--- config.mk ---
export PLATFORM = sky130hd
export DESIGN_NAME = count_wrap_tracker
export DESIGN_NICKNAME = d
export VERILOG_FILES = /design/src/rtl/count_wrap_tracker_pkg.sv /design/src/rtl/count_step_classifier.sv /design/src/rtl/count_wrap_tracker.sv
export SDC_FILE = /design/constraint.sdc
export NUM_CORES = 1
export LEC_CHECK = 0
export CELL_PAD_IN_SITES_DETAIL_PLACEMENT = 1
export CELL_PAD_IN_SITES_GLOBAL_PLACEMENT = 2
export CORE_ASPECT_RATIO = 0.9
export CORE_UTILIZATION = 30
export CTS_BUF_LIST = sky130_fd_sc_hd__clkbuf_8
export CTS_CLUSTER_DIAMETER = 200
export DETAILED_ROUTE_END_ITERATION = 16
export GPL_TIMING_DRIVEN = 0
export HOLD_SLACK_MARGIN = 0.02
export PLACE_DENSITY = 0.87
export SETUP_SLACK_MARGIN = 0.2
export SYNTH_ARGS = -nofsm -noshare
export SYNTH_HDL_FRONTEND = slang
export SYNTH_SLANG_ARGS = --single-unit
--- constraint.sdc ---
create_clock -name clk -period 11 [get_ports clk]
set_input_delay 1.1 -clock clk [delete_from_list [all_inputs] [get_ports clk]]
set_output_delay 1.1 -clock clk [all_outputs]
set_load 0.02 [all_outputs]
--- src/rtl/count_wrap_tracker_pkg.sv ---
// count_wrap_tracker_pkg
//   Shared definitions for the counter wrap tracker: FSM state encoding,
//   step classification codes and default counter/extension widths.
package count_wrap_tracker_pkg;

  localparam int unsigned CNT_W_DEF = 8;
  localparam int unsigned EXT_W_DEF = 8;

  typedef enum logic [1:0] {
    SYNC,
    TRACK,
    RESYNC
  } state_t;

  typedef enum logic [2:0] {
    STEP_HOLD,
    STEP_UP,
    STEP_DOWN,
    STEP_WRAP_UP,
    STEP_WRAP_DOWN,
    STEP_JUMP
  } step_t;

endpackage

--- src/rtl/count_step_classifier.sv ---
// count_step_classifier
//   Purely combinational classification of the step between the last
//   captured counter value and the current one.
//   Ports:
//     prev  - previously captured counter value
//     count - current counter value
//     step  - HOLD / UP / DOWN / WRAP_UP / WRAP_DOWN / JUMP
module count_step_classifier
  import count_wrap_tracker_pkg::*;
#(
  parameter int unsigned CNT_W = CNT_W_DEF
) (
  input  logic [CNT_W-1:0] prev,
  input  logic [CNT_W-1:0] count,
  output step_t            step
);

  logic [CNT_W-1:0] delta;

  always_comb begin
    delta = count - prev;
    step  = STEP_JUMP;
    if (delta == '0) begin
      step = STEP_HOLD;
    end else if (delta == CNT_W'(1)) begin
      step = (prev == '1) ? STEP_WRAP_UP : STEP_UP;
    end else if (delta == '1) begin
      step = (prev == '0) ? STEP_WRAP_DOWN : STEP_DOWN;
    end
  end

endmodule

--- src/rtl/count_wrap_tracker.sv ---
// count_wrap_tracker
//   Monitors an upstream up/down counter and extends it with a high field
//   that follows wraps, flagging discontinuities and direction errors.
//   Optional feature: define COUNT_MATCH_IRQ_EN to enable the compare-match
//   interrupt; without it match_irq is tied low and cmp_val/irq_ack unused.
//   Ports:
//     clk, rst_n   - clock, asynchronous active-low reset
//     count        - registered counter value from upstream
//     mode         - counter direction (1 = up), same cycle as counter
//     ld, clr      - counter load/clear, same cycle as counter
//     cmp_val      - match compare value for ext_count
//     irq_ack      - acknowledge of match_irq
//     ext_count    - {high, prev}
//     ovf_pulse    - one-cycle wrap-up indication
//     unf_pulse    - one-cycle wrap-down indication
//     step_err     - sticky discontinuity / direction error
//     ext_ovf      - sticky high-field wrap
//     match_irq    - level compare-match interrupt
module count_wrap_tracker
  import count_wrap_tracker_pkg::*;
#(
  parameter int unsigned CNT_W = CNT_W_DEF,
  parameter int unsigned EXT_W = EXT_W_DEF
) (
  input  logic                   clk,
  input  logic                   rst_n,
  input  logic [CNT_W-1:0]       count,
  input  logic                   mode,
  input  logic                   ld,
  input  logic                   clr,
  input  logic [EXT_W+CNT_W-1:0] cmp_val,
  input  logic                   irq_ack,
  output logic [EXT_W+CNT_W-1:0] ext_count,
  output logic                   ovf_pulse,
  output logic                   unf_pulse,
  output logic                   step_err,
  output logic                   ext_ovf,
  output logic                   match_irq
);

  state_t           state_q, state_d;
  step_t            step;
  logic [CNT_W-1:0] prev_q;
  logic [EXT_W-1:0] high_q;
  logic             mode_q;
  logic             ovf_q, unf_q, err_q, xovf_q;
  logic             step_up, step_dn;

  count_step_classifier #(.CNT_W(CNT_W)) u_classifier (
    .prev  (prev_q),
    .count (count),
    .step  (step)
  );

  always_ff @(posedge clk or negedge rst_n) begin
    if (!rst_n) state_q <= SYNC;
    else        state_q <= state_d;
  end

  always_comb begin
    state_d = state_q;
    case (state_q)
      SYNC:    state_d = TRACK;
      TRACK:   if (ld || clr) state_d = RESYNC;
      RESYNC:  if (!(ld || clr)) state_d = TRACK;
      default: state_d = SYNC;
    endcase
  end

  assign step_up = (step == STEP_UP)   || (step == STEP_WRAP_UP);
  assign step_dn = (step == STEP_DOWN) || (step == STEP_WRAP_DOWN);

  // mode_q is the direction the counter obeyed when producing the current
  // count, so it is what the observed step must agree with.
  always_ff @(posedge clk or negedge rst_n) begin
    if (!rst_n) begin
      prev_q <= '0;
      high_q <= '0;
      mode_q <= 1'b0;
      ovf_q  <= 1'b0;
      unf_q  <= 1'b0;
      err_q  <= 1'b0;
      xovf_q <= 1'b0;
    end else begin
      prev_q <= count;
      mode_q <= mode;
      ovf_q  <= 1'b0;
      unf_q  <= 1'b0;
      if (state_q == TRACK) begin
        if ((step_up && !mode_q) || (step_dn && mode_q) || (step == STEP_JUMP))
          err_q <= 1'b1;
        if (step == STEP_WRAP_UP) begin
          high_q <= high_q + EXT_W'(1);
          ovf_q  <= 1'b1;
          if (high_q == '1) xovf_q <= 1'b1;
        end
        if (step == STEP_WRAP_DOWN) begin
          high_q <= high_q - EXT_W'(1);
          unf_q  <= 1'b1;
          if (high_q == '0) xovf_q <= 1'b1;
        end
      end else begin
        high_q <= '0;
      end
    end
  end

  assign ext_count = {high_q, prev_q};
  assign ovf_pulse = ovf_q;
  assign unf_pulse = unf_q;
  assign step_err  = err_q;
  assign ext_ovf   = xovf_q;

`ifdef COUNT_MATCH_IRQ_EN
  logic irq_q;

  // A new match wins over a simultaneous acknowledge.
  always_ff @(posedge clk or negedge rst_n) begin
    if (!rst_n)                    irq_q <= 1'b0;
    else if (ext_count == cmp_val) irq_q <= 1'b1;
    else if (irq_ack)              irq_q <= 1'b0;
  end

  assign match_irq = irq_q;
`else
  logic unused_cfg;
  assign unused_cfg = ^{cmp_val, irq_ack};
  assign match_irq  = 1'b0;
`endif

endmodule

=== Word-level counts from Yosys, hierarchy flattened ===
Cells that the tools add are included.

* Flip-flop bits (word level): 23
* Bits of input ports: 30
* Logic and storage cells: 58

* $add $sub $neg: 3
* Eq/ne operators: 14
* Muxes and demuxes: 19
* Reduce and logical (&&, ||, !) cells: 14

{| class="wikitable"
|+ Operator list
! cell !! count
|-
| $eq A8 B8 Y1 const B || 3
|-
| $logic_not A8 Y1 || 3
|-
| $mux W8 || 3
|-
| $mux W3 || 4
|-
| $add A8 B1 Y8 const B || 1
|-
| $eq A8 B1 Y1 const B || 1
|-
| $mux W1 || 8
|-
| $sub A8 B1 Y8 const B || 1
|-
| $sub A8 B8 Y8 || 1
|-
| $eq A3 B2 Y1 const B || 2
|-
| $eq A3 B3 Y1 const B || 2
|-
| $mux W2 || 3
|-
| $pmux W2 S3 || 1
|-
| $logic_or A1 B1 Y1 || 5
|-
| $ne A2 B2 Y1 const B || 2
|-
| $reduce_and A2 Y1 || 2
|-
| $eq A3 B1 Y1 const B || 1
|-
| $ne A3 B3 Y1 const B || 1
|-
| $eq A2 B1 Y1 const B || 1
|-
| $eq A2 B2 Y1 const B || 1
|-
| $logic_and A1 B1 Y1 || 2
|-
| $logic_not A2 Y1 || 1
|-
| $logic_not A1 Y1 || 1
|}

=== Longest topological paths before layout ===
Gate-level depths: netlist of run 1.

* Depth in word-level cells: 11
* Gate-level depth with buffers: 16
* Mapped depth without buffers: 16

=== By module ===
From an unflattened synthesis of run 1, not the netlist that was laid out.

* Cell total of the unflattened synthesis: 183
* Area total of the unflattened synthesis: 1672.9 µm²

{| class="wikitable"
|+ Modules (own cells, without submodules)
! module !! instances !! cells each !! area each (µm²)
|-
| count_wrap_tracker || 1 || 120 || 1189.9
|-
| count_step_classifier || 1 || 63 || 483.0
|}

=== Worst setup path after synthesis of run 1 ===
OpenSTA, ideal clock, no wires.

* Path kind: input -> register
* Start: input count[0]
* End: register high_q[7]
* Arrival time: 4.208 ns
* Data required time: 10.864 ns
* Slack: 6.656 ns
* Cell stages on the path: 16
* Buffers on the path: 0
* Path through: inv_1 -> ha_1 -> inv_1 -> fa_1 -> a211oi_2 -> nor2_1 -> o311a_1 -> nor3_2 -> and3_1 -> ha_1 -> and2_1 -> nand2_1 -> a211oi_1 -> nor3_1 -> o31ai_1 -> o41ai_1

* Longest elaborated chain between the ends: 8
* Elaborated cells between the ends (all ways): 12
* Classes of those cells: add/sub: 1; eq/ne: 5; mux: 5; reduce/logical: 1

{| class="wikitable"
|+ Ends and longest elaborated chain
! item !! line !! RTL
|-
| from (decl) || count_wrap_tracker.sv:27 || <nowiki>input logic [CNT_W-1:0] count,</nowiki>
|-
| $sub A8 B8 Y8 (*) || count_step_classifier.sv:21 || <nowiki>delta = count - prev;</nowiki>
|-
| $eq A8 B8 Y1 || count_step_classifier.sv:27 || <nowiki>end else if (delta == '1) begin</nowiki>
|-
| $mux W3 || count_step_classifier.sv:27 ||
|-
| $mux W3 || count_step_classifier.sv:25 || <nowiki>end else if (delta == CNT_W'(1)) begin</nowiki>
|-
| $mux W3 (*) || count_step_classifier.sv:23 || <nowiki>if (delta == '0) begin</nowiki>
|-
| $eq A3 B3 Y1 || count_wrap_tracker.sv:97 || <nowiki>if (step == STEP_WRAP_DOWN) begin</nowiki>
|-
| $mux W8 || count_wrap_tracker.sv:97 ||
|-
| $mux W8 || count_wrap_tracker.sv:89 || <nowiki>if (state_q == TRACK) begin</nowiki>
|-
| to (signal assigned) || count_wrap_tracker.sv:93 || <nowiki>high_q <= high_q + EXT_W'(1);</nowiki>
|-
| to (signal assigned) || count_wrap_tracker.sv:98 || <nowiki>high_q <= high_q - EXT_W'(1);</nowiki>
|-
| to (decl) || count_wrap_tracker.sv:44 || <nowiki>logic [EXT_W-1:0] high_q;</nowiki>
|}

Every way passes the cells marked *; elsewhere a longest branch is shown, timed or not.
A chain may end at the register's enable or synchronous reset.

=== Worst setup path in the final report of run 1 ===
Same ends and word-level chain as after synthesis.

==> results of run 1 <==
==> kinds of logic after synthesis <==
group,count (synthesis),synth area share
fa+ha+maj,15,0.115
buf+inv,15,0.0357
compound gates,45,0.213
simple gates,71,0.228
xor+xnor,9,0.0469
other cells,1,0.00223
mux,3,0.0179
flops,23,0.342
==> metrics by stage <==
stage	setup slack (ns)	hold slack (ns)	total power, mW
floorplan	6.66	0.508	0.139
global placement	5.64	0.452	0.162
detailed placement	5.66	0.470	0.163
CTS	5.93	0.494	0.218
global route	5.51	0.511	0.229
finish	5.97	0.493	0.214
==> flip-flops by register name, indices dropped and copies added (netlist names) <==
register and count:
ext_ovf 1, mode_q 1, unf_pulse 1, state_q 2, step_err 1, prev_q 8
high_q 8, ovf_pulse 1
==> final cells by class <==
class,instances,area [um^2],area share
clock buffers,3,41.3,0.0194
well taps,67,83.8,0.0393
multi-input cells,144,1050,0.491
clock inverters,1,3.75,0.00176
flip-flops and latches,23,576,0.270
repair buffers,32,320,0.150
plain buffers,2,11.3,0.00528
inverters,13,48.8,0.0229
==> synth_stat cells (2+ instances only) <==
cell and instances:
dfrtp_1 23, nor2_1 18, nand2_1 16, ha_1 13, a21oi_1 12, inv_1 12, xor2_1 6, nand3_1 5
o21ai_0 5, nand2b_1 4, nand4_1 4, nor3_1 4, and2_1 3, mux2i_1 3, nor4_1 3, o31ai_1 3
or3_1 3, xnor2_1 3, a211oi_1 2, a31oi_1 2, nand3b_1 2, o211a_1 2, o21a_1 2, o21bai_1 2
or4_1 2
==> where the power goes <==
group | internal (mW) | switching [mW] | leakage, nW | total (mW)
combinational | 0.0241 | 0.0440 | 0.614 | 0.0681
clock | 0.0249 | 0.0275 | 0.0269 | 0.0524
sequential | 0.0898 | 0.00350 | 0.292 | 0.0933
==> worst paths after layout <==
kind / end / slack (ns) / cells past startpoint
worst min register to register: ext_ovf$_DFFE_PN0P_ / 0.49 / 2
min in group asynchronous: high_q[5]$_DFFE_PN0P_ / 1.41 / 1
worst max-delay path: high_q[7]$_DFFE_PN0P_ / 5.97 / 17
worst max register to register: high_q[7]$_DFFE_PN0P_ / 6.81 / 15
worst min-delay path: ext_ovf$_DFFE_PN0P_ / 0.49 / 2
max in group asynchronous: high_q[2]$_DFFE_PN0P_ / 8.95 / 1
==> tightest hold or removal path, delay by kind of cell (launching register included) <==
kind / cells / cell delay, ns
compound gates: 1 / 0.05
simple gates: 1 / 0.05
flops: 1 / 0.37
==> metal layers <==
layer  up-vias  wire length [um]
met5         -                 0
met4         0                36
met3         4               175
met2        33              1700
met1       697              2470
li1        741                 -
==> impl_metrics.toml, run 1 <==
[run_status]
status = "finished, final reports clean"

[finish]
layout_commonest_cell = "clkdlybuf4s50_1"
diodes = 0
n_fill_cell = 645
final_cells = 285
final_nets = 263
fin_util = 0.401
mostFrequentLayoutCells = "clkdlybuf4s50_1, dfrtp_1, nor2_1"
area_growth_pct = 26.7
finalInstanceArea_um2 = 2130
drive_gt1_frac = 0.0596

[setup_path]
crit_family = "compound AO/OA/AOI/OAI gates"
arrival_ns = 5.17
max_stage_delay_ns = 0.42
path_class = "input pin to flip-flop"
cp_num_buf_inv = 3
crit_path_end_kind = "flip-flop"
critPathLaunchType = "input pin"
cp_cell_sequence = "clkdlybuf4s50_1, inv_1, ha_1, inv_1, fa_1, a211oi_2, nor2_1, o311a_1, nor3_2, and3_1, ha_1, and2_1, nand2_1, a211oi_1, nor3_1, o31ai_1, o41ai_1"
cp_data_required_time_ns = 11.14
reg2reg_from = "prev_q[0]$_DFF_PN0_"
crit_start = "count[0]"
crit_slowest_cell = "clkdlybuf4s50_1"
cp_max_fo = 7

[detailed_routing]
wire_per_inst_um = 15.4
vias_per_cell = 5.18
drtIter0Drc = 38
dr.pass1.iters = 4
vias = 1475
routed_wl_mm = 4.38
antenna_left = 0
drc = 0

[synth]
synth_top_area_share = 0.342
syn_avg_cell_area_um2 = 9.24
synth_edf_count = 0
ys_top_cells_by_area = "dfrtp_1, ha_1, nor2_1, a21oi_1, nand2_1"
synth_nets = 226
synthArstFlopShare = 1.00
ys_seq_elements = 23
synth_top_area_cell = "dfrtp_1"
synth_cell_types = 53
ys_seq_area_frac = 0.342
synth_ff_type = "dfrtp_1"
syn_inst = 182
syn_area_um2 = 1680
yosys_warnings = 0

[sta]
timing.fmax_mhz = 199
rsz0062_at_grt = "false"
min_period_ns = 5.03
hold_viol_final = 0
drv_slew = 0
setup_tns_ns = 0
timing.final.crit_share = 0.458
setup_viol = 0
tightestPinTransition_ns = 1.06
skew_ns = 0.00511
slew-limit-headroom = 0.288

[clocking]
insertion_delay_ns = 0.27
cts_setup_buffers = 0
cts_tree = "yes"
clk_path_buf_depth = 2
numCtsBuffers = 3
ctsHoldBuffers = 0
cts.sinks = 23
cts_resized = 0
cts.htree.levels = 1
clkTransAtPathRegs_ns = 0.08
clockRootBuffer = "clkbuf_8"

[power]
vdd_drop_max_uv = 54.6
powerDensity_nw_per_um2 = 100
leakagePower_nw = 0.932

[placed_design]
dp.cells = 281
port_buffers = 32
dp_hpwl_mm = 3.36
gp_congestion = 0.826
placed_cell_area_um2 = 2090

[grt]
use_met1 = 0.256
grt_pass1_wl_mm = 7.23
grt_start_max_net_pins = 24
antenna_found_initial = 0
busiest_layer = "met1"
grtUsageMet2 = 0.226
grt_pass1_vias = 1439
use_met3 = 0.0313
globalRouteOverflowTotal = 0
gr-usage-all-layers = 0.163

[die]
io_pins = 51
initial_core_util = 0.316
die_y_um = 73.0
die_area_um2 = 5910
rows = 25
die-width_um = 80.9
core_area_um2 = 5320

[worst_hold_path]
min_from = "ext_ovf$_DFFE_PN0P_"
min_path_type = "flip-flop to flip-flop"

[run]
cap_violations = 0
Power figures use the tool's default switching activity.
==> inputs of run 2 (changes only) <==
Settings changed: CORE_UTILIZATION 30 to 28, PLACE_DENSITY 0.87 to 0.82.
Clock period 11 ns to 4.7 ns, I/O delays scaled along.
==> impl_metrics.toml, run 2 (synthesis results as in run 1) <==
[run_status]
status = "finished, final reports clean"

[clocking]
clockRootBuffer = "clkbuf_8"
clk_path_buf_depth = 2
cts.htree.levels = 1
clkTransAtPathRegs_ns = 0.09
numCtsBuffers = 3
ctsHoldBuffers = 0
insertion_delay_ns = 0.27
cts_tree = "yes"
cts.sinks = 23

[detailed_routing]
routed_wl_mm = 4.56
antenna_left = 0
drtIter0Drc = 39
vias = 1508
vias_per_cell = 5.18
dr.pass1.iters = 4
wire_per_inst_um = 15.7
drc = 0

[setup_path]
path_class = "input pin to flip-flop"
critPathLaunchType = "input pin"
crit_path_end_kind = "flip-flop"
cp_max_fo = 6
cp_data_required_time_ns = 4.87
arrival_ns = 4.34

[die]
die-width_um = 83.7
io_pins = 51
rows = 26
die_y_um = 75.5
initial_core_util = 0.294
die_area_um2 = 6320
core_area_um2 = 5730

[sta]
drv_slew = 0
timing.final.crit_share = 0.887
timing.fmax_mhz = 240
hold_viol_final = 0
setup_viol = 0
tightestPinTransition_ns = 1.05
slew-limit-headroom = 0.296
rsz0062_at_grt = "false"
min_period_ns = 4.17
skew_ns = 0.00329
setup_tns_ns = 0

[finish]
area_growth_pct = 30.1
top_regs = "high_q: 8 flops, prev_q: 8 flops, state_q: 2 flops"
finalInstanceArea_um2 = 2190
final_nets = 266
drive_gt1_frac = 0.0905
mostFrequentLayoutCells = "clkdlybuf4s50_1, dfrtp_1, nor2_1"
layout_commonest_cell = "clkdlybuf4s50_1"
final_cells = 291
diodes = 0

[placed_design]
dp_hpwl_mm = 3.46
dp.cells = 284
gp_congestion = 0.819
port_buffers = 32
placed_cell_area_um2 = 2090

[grt]
grt_pass1_vias = 1419
gr-usage-all-layers = 0.148
grt_pass1_wl_mm = 7.38
antenna_found_initial = 0
grt_start_max_net_pins = 24
globalRouteOverflowTotal = 0

[power]
vdd_drop_max_uv = 121
leakagePower_nw = 0.946
powerDensity_nw_per_um2 = 238

[worst_hold_path]
min_path_type = "flip-flop to flip-flop"

[run]
cap_violations = 0
run 2: metrics by stage:
stage	worst slack (ns)	total power, mW	hold WS [ns]	utilization
after floorplan	0.980	0.325	0.174	-
final	0.533	0.520	0.487	0.382
after detailed placement	-0.125	0.381	0.464	0.365
after global placement	-0.0207	0.377	0.455	0.365
after global routing	0.220	0.556	0.525	0.382
after CTS	0.228	0.518	0.488	0.374
run 2: repair_timing:
item,in CTS,in global routing
setup buffers,0,3
cloned,0,0
gates resized for setup,1,5
endpoints found under the hold margin,0,0
endpoints found under the setup margin,1,4
pin swaps,0,1
run 2: path summary, 6_finish.rpt:
check	startpoint	end	slack, ns	depth (start not counted)
worst max-delay path	count[0]	high_q[6]$_DFFE_PN0P_	0.53	17
worst min-delay path	ext_ovf$_DFFE_PN0P_	ext_ovf$_DFFE_PN0P_	0.49	2
worst max register to register	prev_q[0]$_DFF_PN0_	high_q[6]$_DFFE_PN0P_	0.74	15
worst min register to register	ext_ovf$_DFFE_PN0P_	ext_ovf$_DFFE_PN0P_	0.49	2
max in group asynchronous	rst_n	prev_q[3]$_DFF_PN0_	3.30	1
min in group asynchronous	rst_n	high_q[3]$_DFFE_PN0P_	0.76	1
run 2: cell type report:
type                       instances  area (um^2)
fill                             661         3540
multi-input combinational        144         1080
sequential                        23          576
timing repair buffer              35          343
tap                               70         87.6
inverter                          13         48.8
clock buffer                       3         41.3
buffer                             2         11.3
clock inverter                     1         5.00
run 2: worst max-delay path: stages:
cell and delay, ns:
clkdlybuf4s50_1 0.43, inv_1 0.10, ha_1 0.16, inv_1 0.05, fa_1 0.44, a211oi_4 0.33
nor2_1 0.16, o311a_1 0.39, nor3_4 0.29, nand3_1 0.22, xnor2_1 0.19, ha_1 0.23
o31ai_1 0.20, o21bai_1 0.14, a221o_1 0.32, mux2i_1 0.15, nand2_1 0.06
run 2: routing by layer:
layer | up-vias | part of all wire | GRT usage
li1 | 752 | - | -
met1 | 715 | 0.53 | 0.226
met2 | 34 | 0.42 | 0.215
met3 | 7 | 0.032 | 0.0206
met4 | 0 | 0.017 | 0.0490
met5 | - | 0 | 0
run 2: report_power, final:
| group | leakage, nW | total, mW | switching, mW | internal, mW |
|---|---|---|---|---|
| clock | 0.0255 | 0.131 | 0.0711 | 0.0595 |
| combinational | 0.629 | 0.170 | 0.105 | 0.0654 |
| sequential | 0.292 | 0.219 | 0.00908 | 0.210 |
| total | 0.946 | 0.520 | 0.185 | 0.335 |
